$ cat config.mk
export PLATFORM = sky130hd
export DESIGN_NAME = pmu_readout_serializer
export DESIGN_NICKNAME = d
export VERILOG_FILES = /design/src/rtl/pmu_readout_serializer.sv
export SDC_FILE = /design/constraint.sdc
export NUM_CORES = 1
export LEC_CHECK = 0
export ABC_CLOCK_PERIOD_IN_PS = 1950
export CORE_AREA = 3 3 434 436
export CTS_CLUSTER_DIAMETER = 60
export DETAILED_ROUTE_END_ITERATION = 6
export DIE_AREA = 0 0 437 439
export PLACE_DENSITY = 0.31
export SKIP_CTS_REPAIR_TIMING = 1
export SLEW_MARGIN = 20
export SYNTH_ARGS = -nofsm -noshare
export SYNTH_HDL_FRONTEND = slang
export SYNTH_SLANG_ARGS = --single-unit
export TNS_END_PERCENT = 30
$ cat constraint.sdc
create_clock -name clk_i -period 1.95 [get_ports clk_i]
set_input_delay 0.2925 -clock clk_i [delete_from_list [all_inputs] [get_ports clk_i]]
set_output_delay 0.2925 -clock clk_i [all_outputs]
set_load 0.005 [all_outputs]
$ cat src/rtl/pmu_readout_serializer.sv
// Reads one 64-bit PMU counter from a selected core and streams it out as bytes, LSB first.
// Handshakes are valid/ready on both sides; the byte stream holds steady under backpressure.
module pmu_readout_serializer #(
  parameter int CORE_COUNT   = 16,
  parameter int PMU_ADDR_W   = 5,
  parameter int PMU_DATA_W   = 64,
  parameter int READ_LATENCY = 1,
  localparam int CORE_W      = (CORE_COUNT > 1) ? $clog2(CORE_COUNT) : 1
) (
  input  logic                  clk_i,
  input  logic                  arstn_i,
  input  logic                  req_valid_i,
  output logic                  req_ready_o,
  input  logic [CORE_W-1:0]     req_core_i,
  input  logic [PMU_ADDR_W-1:0] req_addr_i,
  output logic [PMU_ADDR_W-1:0] pmu_addr_o [CORE_COUNT],
  input  logic [PMU_DATA_W-1:0] pmu_data_i [CORE_COUNT],
  output logic                  byte_valid_o,
  input  logic                  byte_ready_i,
  output logic [7:0]            byte_data_o,
  output logic                  busy_o
);

  localparam int NBYTES = PMU_DATA_W / 8;
  localparam int IDX_W  = (NBYTES > 1) ? $clog2(NBYTES) : 1;
  localparam int CNT_W  = $clog2(READ_LATENCY + 1);

  localparam logic [IDX_W-1:0] LAST_IDX = IDX_W'(NBYTES - 1);
  localparam logic [CNT_W-1:0] LAT_INIT = CNT_W'(READ_LATENCY);
  localparam logic [CNT_W-1:0] CNT_ONE  = CNT_W'(1);

  typedef enum logic [1:0] {
    ST_IDLE,
    ST_WAIT,
    ST_SEND
  } state_t;

  state_t                state, state_nxt;
  logic [CORE_W-1:0]     core_q;
  logic [PMU_ADDR_W-1:0] addr_q;
  logic [CNT_W-1:0]      cnt_q;
  logic [IDX_W-1:0]      idx_q;
  logic [PMU_DATA_W-1:0] shreg_q;
  logic [PMU_DATA_W-1:0] sel_data;

  logic accept;
  logic capture;
  logic byte_fire;
  logic last_byte;

  assign req_ready_o  = (state == ST_IDLE);
  assign busy_o       = (state != ST_IDLE);
  assign byte_valid_o = (state == ST_SEND);
  assign byte_data_o  = byte_valid_o ? shreg_q[7:0] : 8'h00;

  assign accept    = req_valid_i && req_ready_o;
  assign capture   = (state == ST_WAIT) && (cnt_q == CNT_ONE);
  assign byte_fire = byte_valid_o && byte_ready_i;
  assign last_byte = byte_fire && (idx_q == LAST_IDX);

  always_comb begin
    // NOTE: every always_comb output gets a default first so no path leaves it unassigned (no latch).
    state_nxt = state;
    unique case (state)
      ST_IDLE: if (accept)    state_nxt = ST_WAIT;
      ST_WAIT: if (capture)   state_nxt = ST_SEND;
      ST_SEND: if (last_byte) state_nxt = ST_IDLE;
      default:                state_nxt = ST_IDLE;
    endcase
  end

  // An index outside the core range selects nothing, so the captured word is all ones.
  always_comb begin
    sel_data = '1;
    for (int i = 0; i < CORE_COUNT; i++) begin
      if (core_q == CORE_W'(i)) sel_data = pmu_data_i[i];
    end
  end

  // Only the addressed core sees a non-zero address, and only while a transaction is open.
  always_comb begin
    for (int i = 0; i < CORE_COUNT; i++) begin
      pmu_addr_o[i] = (busy_o && (core_q == CORE_W'(i))) ? addr_q : '0;
    end
  end

  always_ff @(posedge clk_i) begin
    // NOTE: sequential state uses non-blocking assignments so every register samples pre-edge values.
    if (!arstn_i) state <= ST_IDLE;
    else          state <= state_nxt;
  end

  always_ff @(posedge clk_i) begin
    if (!arstn_i) begin
      core_q  <= '0;
      addr_q  <= '0;
      cnt_q   <= '0;
      idx_q   <= '0;
      shreg_q <= '0;
    end else begin
      if (accept) begin
        core_q <= req_core_i;
        addr_q <= req_addr_i;
        cnt_q  <= LAT_INIT;
      end else if (state == ST_WAIT) begin
        cnt_q <= cnt_q - CNT_ONE;
      end

      if (capture) begin
        shreg_q <= sel_data;
        idx_q   <= '0;
      end else if (byte_fire) begin
        shreg_q <= shreg_q >> 8;
        idx_q   <= idx_q + IDX_W'(1);
      end
    end
  end

endmodule

==> results of run 1 <==
==> worst max-delay path: stages (launching register included) <==
cell and delay, ns:
dfxtp_4 0.49, buf_6 0.16, buf_12 0.11, buf_16 0.16
buf_12 0.12, buf_4 0.15, buf_4 0.18, o21ai_0 0.20
a32oi_1 0.45, buf_4 0.18, o311ai_1 0.10, a21oi_1 0.15
==> cells in the mapped netlist, drive strengths merged, types with 24 or more instances <==
cell type	number	area, sq um
a211oi	39	297.8
a21oi	189	945.9
a221oi	29	266.5
a31oi	30	187.7
buf	162	1028
clkbuf	59	221.5
dfxtp	79	1582
mux2	37	416.7
mux2i	75	750.7
mux4	37	833.3
nand2	200	775.7
nand3	24	120.1
nor2	229	862.1
nor2b	26	162.7
o211ai	26	195.2
o21ai	226	1131
o221ai	52	455.4
o22ai	122	763.2
==> final timing paths <==
path,from,to,depth (start not counted),slack [ns]
worst min-delay path,req_core_i[0],core_q[0],3,0.40
worst max register to register,core_q[0],shreg_q[19],11,-0.61
worst max-delay path,core_q[0],shreg_q[19],11,-0.61
worst min register to register,idx_q[1],idx_q[1],2,0.47
==> cells in the final DEF, fill, tap and decap left out, types with 39 or more instances in the layout <==
cell type        count
o22ai_1            112
buf_6               58
nor2_1             160
o221ai_1            39
clkbuf_2            42
buf_12             109
clkdlybuf4s50_1   1035
nand2_1            162
mux2i_1             69
dfxtp_1             73
a21oi_1            174
buf_4              569
nor2_2              46
o21ai_0            193
diode_2             63
==> layer usage <==
metal	track usage (%)	wire length [microns]
met1	30.51	104800
met2	43.71	124800
met3	6.077	16690
met4	4.848	6056
met5	0	480
==> sequential cells by signal, summed over array words and instances (netlist names) <==
name,count
addr_q,5
cnt_q,1
core_q,4
idx_q,3
shreg_q,64
state,2
==> power by group <==
group / leakage, nW / switching (mW) / internal (mW)
Combinational: 12.4 / 4.67 / 4.71
Sequential: 0.648 / 0.179 / 1.73
Clock: 0.166 / 1.17 / 1.16
Total: 13.2 / 6.02 / 7.60
==> area by class of cell <==
type	count	area (sq um)	share of cell area, %
antenna	63	157.7	0.4419
clock buffer	9	225.2	0.6312
clock inverter	7	111.4	0.3121
inverter	11	47.55	0.1333
multi-input combinational	1630	11920	33.42
sequential	79	1602	4.489
tap	2480	3103	8.697
timing repair buffer	1882	18510	51.88
==> stage by stage <==
step                setup slack, ns  cells  power, mW  utilization [%]
detailed placement           -1.021   5962      10.42            17.59
global placement             -1.271   5962      10.46            17.58
floorplan                   0.08793   1941      4.180                -
global route                -0.5977   6122      14.05            19.23
CTS                          -1.055   5978      12.82            17.77
finish                      -0.6145   6161      13.62            19.28
==> cell families after synthesis <==
family                     Yosys count  synth area share, %
buffers and inverters              232                9.634
AOI/OAI and AO/OA                  908                44.59
xor gates and xnor gates             1              0.06536
DFF                                 79                11.80
muxes                              149                14.93
and+or+nand+nor                    570                18.80
adders and majority gates            2               0.1867
==> flow_metrics.env, run 1 <==
export IMPL_place_area_sq_um=32550
export IMPL_drt_total_wl_microns=252800
export IMPL_ios=1128
export IMPL_final_area_sq_um=35680
export IMPL_slew_headroom_pct=41.81
export IMPL_powerDensity_nw_per_um2=381.8
export IMPL_die_area_sq_um=191800
export IMPL_status="finished with violations"
export IMPL_tightest_slew_ns=0.8508
export IMPL_layout_setup_ws_ns=-0.6145
export IMPL_violations="negative setup slack"
export IMPL_syn_avg_cell_area_sq_um=6.905
export IMPL_yosys_register_bits=79
export IMPL_fin_crit_sh_pct=131.5
export IMPL_yosys_warnings=0
export IMPL_drc_errors=0
export IMPL_syn_to_final_growth_pct=166.2
export IMPL_finalHoldViolations=0
export IMPL_clock_sinks=79
export IMPL_vias=25850
export IMPL_viasPerCell=4.195
export IMPL_synthFlopType="dfxtp_1"
export IMPL_hp_class="in2reg"
export IMPL_synth_edff_count=0
export IMPL_cp_arrival_ns=2.93
export IMPL_clockRootBuffer="clkbuf_16"
export IMPL_die_h_microns=439
export IMPL_leakagePower_nw=13.20
export IMPL_rsz0062_at_grt="true"
export IMPL_grt_antenna_before_repair=215
export IMPL_grt_pass1_vias=25480
export IMPL_wl_per_cell_microns=41.02
export IMPL_start_kind="flip-flop"
export IMPL_fmax_mhz=389.9
export IMPL_grt_first_pass_wirelength_microns=305600
export IMPL_syn_inst=1941
export IMPL_irDropWorstVdd_mv=0.3480
export IMPL_nets=4652
export IMPL_clk_pin_slew_ns=0.10
export IMPL_cts_tree="yes"
export IMPL_min_period_ns=2.564
export IMPL_maxSlewViolCount=0
export IMPL_dp_hpwl_microns=224400
export IMPL_drt_iter0_markers=2418
export IMPL_ys_seq_area_share_pct=11.80
export IMPL_grt_max_degree=57
export IMPL_detail_route_first_pass_iterations=6
export IMPL_syn_area_sq_um=13400
export IMPL_overflow=0
export IMPL_fin_skew_ns=0.02389
export IMPL_initial_core_util_pct=7.243
export IMPL_nFillCells=21010
export IMPL_worstSetupEndpointType="flip-flop"
export IMPL_crit_path_max_fanout=11
export IMPL_drv_cap=0
export IMPL_netlist_cell_type_count=88
export IMPL_die_w_microns=437
export IMPL_row_count=158
export IMPL_core_area_sq_um=185000
export IMPL_async_flop_share_pct=0
export IMPL_port_buffers=1127
export IMPL_setup_viol=144
export IMPL_tns_ns=-47.51
export IMPL_crit_type="reg2reg"
export IMPL_final_layout_size_suffix_gt1_share_pct=33.08
export IMPL_place_gp_congestion=0.9376
export IMPL_grt_usage_pct=24.81
export IMPL_cts_made_buffers=9
export IMPL_whs_ns=0.3994
export IMPL_crit_required_ns=2.31
export IMPL_cts_max_level=3
export IMPL_clk_latency_ns=0.44
export IMPL_postRouteAntennaNets=0
export IMPL_synthesis_nets=2980
export IMPL_clock_path_buffers=2
(Power assumes the default switching activity.)
==> run 2: changes to the inputs <==
- TNS_END_PERCENT: 30 -> 50
==> flow_metrics.env, run 2 (synthesis results as in run 1) <==
export IMPL_clock_sinks=79
export IMPL_min_period_ns=2.556
export IMPL_die_h_microns=439
export IMPL_grt_antenna_before_repair=214
export IMPL_drt_iter0_markers=2335
export IMPL_fin_crit_sh_pct=131.1
export IMPL_cts_max_level=3
export IMPL_clk_pin_slew_ns=0.10
export IMPL_power_internal_mw=7.564
export IMPL_irDropWorstVdd_mv=0.3542
export IMPL_violations="negative setup slack"
export IMPL_final_cell_mix="clkdlybuf4s50_1, buf_4, o21ai_0, a21oi_1, nand2_1"
export IMPL_die_w_microns=437
export IMPL_nFillCells=21010
export IMPL_final_area_sq_um=35650
export IMPL_clk_latency_ns=0.45
export IMPL_drc_errors=0
export IMPL_layout_setup_ws_ns=-0.6058
export IMPL_cts_tree="yes"
export IMPL_p_seq_share_pct=14.1
export IMPL_cts_made_buffers=9
export IMPL_wl_per_cell_microns=41.02
export IMPL_grt_first_pass_wirelength_microns=305600
export IMPL_maxSlewViolCount=0
export IMPL_viasPerCell=4.185
export IMPL_regArea_sq_um=1600
export IMPL_busiest_layer="met2"
export IMPL_grt_usage_pct=24.81
export IMPL_net_switching_power_mw=5.979
export IMPL_grt_pass1_vias=25480
export IMPL_crit_path_max_fanout=8
export IMPL_clockRootBuffer="clkbuf_16"
export IMPL_crit_required_ns=2.25
export IMPL_combPwrFrac_pct=68.7
export IMPL_detail_route_first_pass_iterations=7
export IMPL_reg_top3="shreg_q: 64 flops, addr_q: 5 flops, core_q: 4 flops"
export IMPL_finalHoldViolations=0
export IMPL_whs_ns=0.3945
export IMPL_p_clk_share_pct=17.2
export IMPL_core_area_sq_um=185000
export IMPL_start_kind="flip-flop"
export IMPL_largest_reg_flops=64
export IMPL_layout_commonest_cell="clkdlybuf4s50_1"
export IMPL_place_gp_congestion=0.9376
export IMPL_status="finished with violations"
export IMPL_crit_type="reg2reg"
export IMPL_tns_ns=-51.25
export IMPL_rsz0062_at_grt="true"
export IMPL_overflow=0
export IMPL_grt_use_met2_pct=43.71
export IMPL_met1_usage_pct=30.51
export IMPL_worstSetupEndpointType="flip-flop"
export IMPL_port_buffers=1127
export IMPL_final_cells=6182
export IMPL_vias=25870
export IMPL_fmax_mhz=391.3
export IMPL_final_layout_size_suffix_gt1_share_pct=32.20
export IMPL_clock_path_buffers=2
export IMPL_tightest_slew_ns=0.8425
export IMPL_powerDensity_nw_per_um2=379.8
export IMPL_nets=4671
export IMPL_top_register="shreg_q"
export IMPL_grtUsageMet3_pct=6.077
export IMPL_drt_total_wl_microns=253600
export IMPL_cp_arrival_ns=2.86
export IMPL_switching_share_pct=44.15
export IMPL_grt_max_degree=57
export IMPL_dp_hpwl_microns=224400
export IMPL_die_area_sq_um=191800
export IMPL_ios=1128
export IMPL_multi_input_area_sq_um=11740
export IMPL_slew_headroom_pct=42.38
export IMPL_row_count=158
export IMPL_hp_class="in2reg"
export IMPL_place_area_sq_um=32550
export IMPL_drv_cap=0
export IMPL_fin_skew_ns=0.02315
export IMPL_leakagePower_nw=13.30
export IMPL_dpl_cell_count=5962
export IMPL_initial_core_util_pct=7.243
export IMPL_syn_to_final_growth_pct=166.0
export IMPL_postRouteAntennaNets=0
export IMPL_setup_viol=154
==> run 2: changes by cell type in the layout (fill, tap and decap cells not counted), moves of 6 or more <==
cell and change:
buf_4 +30, clkbuf_2 -15, buf_6 -9, buf_2 +7
o21ai_0 +7, dlymetal6s2s_1 +6, nor2_4 +6
==> run 2: final timing paths <==
check	from	endpoint	slack [ns]	cells after the start
min	req_core_i[0]	core_q[0]	0.39	3
min reg2reg	idx_q[1]	idx_q[1]	0.48	2
max reg2reg	core_q[0]	shreg_q[25]	-0.61	9
max	core_q[0]	shreg_q[25]	-0.61	9
==> run 2: layout make-up <==
cell class	instances	area share, %
Clock inverter	7	0.3123
Multi-Input combinational cell	1630	32.92
Inverter	11	0.1334
Timing Repair Buffer	1901	52.36
Clock buffer	9	0.6317
Antenna cell	65	0.4562
Tap cell	2480	8.703
Sequential cell	79	4.488
==> run 2: routing by layer <==
| metal | share of wire [%] | vias to the layer above |
|---|---|---|
| met5 | 0.20 | - |
| met4 | 2.5 | 78 |
| met3 | 7.1 | 369 |
| met2 | 49 | 1357 |
| met1 | 41 | 13070 |
| li1 | - | 11000 |
==> run 2: stage by stage <==
step,setup WS [ns],utilization (%),power [mW]
5_1_grt,-0.5942,19.21,13.97
2_1_floorplan,0.08793,-,4.180
3_5_place_dp,-1.021,17.59,10.42
6_report,-0.6058,19.27,13.54
4_1_cts,-1.055,17.77,12.82
3_3_place_gp,-1.271,17.58,10.46
==> run 2: worst max-delay path, cell delays in order, from the launching register on <==
cell and delay [ns]:
dfxtp_4 0.47, buf_6 0.15, buf_12 0.11, buf_16 0.15
buf_12 0.12, mux4_2 0.58, nor2_1 0.14, a31oi_1 0.06
o211ai_1 0.42, a31oi_1 0.16
==> run 2: power groups by stage <==
| stage | Combinational (mW) | Sequential (mW) | Clock, mW |
|---|---|---|---|
| 2_1_floorplan | 2.36 | 1.82 | 0 |
| 3_3_place_gp | 8.50 | 1.96 | 0 |
| 3_5_place_dp | 8.47 | 1.95 | 0 |
| 4_1_cts | 8.51 | 1.92 | 2.40 |
| 5_1_grt | 9.64 | 1.92 | 2.42 |
| 6_report | 9.31 | 1.91 | 2.33 |
==> run 3: changes to the inputs <==
- ABC_CLOCK_PERIOD_IN_PS: 1950 -> 2800
- CORE_AREA: 3 3 434 436 -> 3 3 433 435
- DIE_AREA: 0 0 437 439 -> 0 0 436 438
- GPL_TIMING_DRIVEN: default -> 0
- PLACE_DENSITY: 0.31 -> 0.3
- clock period: 1.95 -> 2.8 ns (I/O delays scaled with it)
==> flow_metrics.env, run 3 (synthesis results as in run 1) <==
export IMPL_syn_to_final_growth_pct=132.5
export IMPL_worstSetupEndpointType="flip-flop"
export IMPL_cts_tree="yes"
export IMPL_grt_usage_pct=29.83
export IMPL_nets=4207
export IMPL_core_area_sq_um=183500
export IMPL_rrSetupSlack_ns=-0.31
export IMPL_cpPeakStageDelay_ns=0.51
export IMPL_rsz0062_at_grt="true"
export IMPL_row_count=157
export IMPL_crit_path_max_fanout=10
export IMPL_clk_pin_slew_ns=0.08
export IMPL_p_total_mw=9.097
export IMPL_grt_antenna_before_repair=274
export IMPL_die_area_sq_um=191000
export IMPL_drv_cap=0
export IMPL_grt_pass1_vias=24430
export IMPL_min_period_ns=3.105
export IMPL_maxSlewViolCount=0
export IMPL_utilization_pct=16.98
export IMPL_clock_path_buffers=2
export IMPL_wl_per_cell_microns=52.48
export IMPL_fin_skew_ns=0.01872
export IMPL_clockRootBuffer="clkbuf_16"
export IMPL_drt_total_wl_microns=299800
export IMPL_die_w_microns=436
export IMPL_power_internal_mw=4.444
export IMPL_top_register="shreg_q"
export IMPL_final_layout_size_suffix_gt1_share_pct=17.18
export IMPL_start_kind="flip-flop"
export IMPL_switching_share_pct=51.15
export IMPL_irDropWorstVdd_mv=0.2720
export IMPL_largest_reg_flops=64
export IMPL_leakagePower_nw=11.03
export IMPL_worstPathCellList="and2_1 -> buf_2 -> nand2_2 -> clkbuf_4 -> o21ai_1 -> a2111oi_4 -> a31oi_1 -> a311oi_1"
export IMPL_final_cell_mix="clkdlybuf4s50_1, o21ai_0, nor2_1, a21oi_1, nand2_1"
export IMPL_postRouteAntennaNets=0
export IMPL_fin_crit_sh_pct=110.9
export IMPL_p_clk_share_pct=15.0
export IMPL_status="finished with violations"
export IMPL_crit_required_ns=3.10
export IMPL_setup_viol=26
export IMPL_crit_slowest_cell="a2111oi_4"
export IMPL_drc_errors=2
export IMPL_powerDensity_nw_per_um2=292.0
export IMPL_ios=1128
export IMPL_combPwrFrac_pct=70.7
export IMPL_cts_max_level=3
export IMPL_clk_latency_ns=0.41
export IMPL_place_gp_congestion=0.9299
export IMPL_final_area_sq_um=31160
export IMPL_vias=25530
export IMPL_finalHoldViolations=0
export IMPL_fmax_mhz=322.0
export IMPL_detail_route_first_pass_iterations=7
export IMPL_reg_top3="shreg_q: 64 flops, addr_q: 5 flops, core_q: 4 flops"
export IMPL_timing_rr_end="shreg_q[17]"
export IMPL_place_ws_ns=-1.425
export IMPL_slew_headroom_pct=27.02
export IMPL_r2r_cells=8
export IMPL_violations="design-rule violations, negative setup slack"
export IMPL_r2r_start="core_q[2]"
export IMPL_viasPerCell=4.468
export IMPL_cp_arrival_ns=3.40
export IMPL_layout_setup_ws_ns=-0.3055
export IMPL_port_buffers=1126
export IMPL_crit_type="reg2reg"
export IMPL_initial_core_util_pct=7.305
export IMPL_grt_max_degree=18
export IMPL_tightest_slew_ns=1.095
export IMPL_p_seq_share_pct=14.3
export IMPL_clock_sinks=79
export IMPL_die_h_microns=438
export IMPL_dp_hpwl_microns=255400
export IMPL_overflow=0
export IMPL_grt_first_pass_wirelength_microns=352000
export IMPL_cp_endpoint="shreg_q[17]"
export IMPL_hp_class="reg2reg"
export IMPL_place_area_sq_um=28270
export IMPL_layout_commonest_cell="clkdlybuf4s50_1"
export IMPL_drt_iter0_markers=2508
export IMPL_cts_made_buffers=9
export IMPL_startpoint="core_q[2]"
export IMPL_net_switching_power_mw=4.653
[run 3: cell types whose count changed in the layout (fill, tap and decap cells not counted), sizes merged]
| cell | change |
|---|---|
| buf | -573 |
| clkdlybuf4s50 | +44 |
| clkbuf | +35 |
| dlymetal6s2s | +30 |
| diode | +11 |
| bufinv | -2 |
| clkinvlp | +1 |
| inv | +1 |
[run 3: stage by stage]
stage               hold WS (ns)  TNS (ns)  instances
finish                    0.4713    -1.617       5713
global route              0.5047    -2.071       5665
CTS                       0.4597   -139.52       5568
detailed placement        0.4483   -101.50       5552
global placement          0.4451   -159.38       5531
floorplan                 0.4366         0       1941
[run 3: power by group through the flow]
stage                     Clock (mW)  Combinational [mW]  Sequential, mW
final                           1.37                6.43            1.30
after global routing            1.42                6.47            1.30
after CTS                       1.39                5.88            1.29
after detailed placement           0                5.85            1.32
after global placement             0                5.76            1.32
after floorplan                    0                1.64            1.27
[run 3: worst min path at each step]
stage | startpoint | end | slack (ns) | depth (start not counted)
final | idx_q[1] | idx_q[1] | 0.47 | 2
after global routing | addr_q[1] | addr_q[1] | 0.50 | 2
after CTS | addr_q[1] | addr_q[1] | 0.46 | 2
after detailed placement | addr_q[1] | addr_q[1] | 0.45 | 2
after global placement | addr_q[2] | addr_q[2] | 0.45 | 2
after floorplan | addr_q[0] | addr_q[0] | 0.44 | 2
[run 3: critical path: cells and delay by family, from the launching register on]
kind	cells	cell delay (ns)
compound gates	4	1.44
buf+inv	2	0.66
flops	1	0.39
simple gates	2	0.46
[run 3: final cells by class]
type	count	area (sq um)
Sequential cell	79	1595
Clock buffer	9	225.2
Antenna cell	76	190.2
Timing Repair Buffer	1219	12390
Fill cell	21030	152300
Buffer	218	2193
Clock inverter	7	75.07
Multi-Input combinational cell	1630	11360
Tap cell	2464	3083
Inverter	11	43.79
[run 3: metal layers]
layer  share of wire [%]  wire [microns]  up-vias  track usage (%)
met3                 8.6           25700      620            9.334
li1                    -               -    10100                -
met5                0.30             910        -                0
met1                  38          114000    12940            34.12
met4                 5.4           16210      138            11.17
met2                  48          143000     1722            51.77
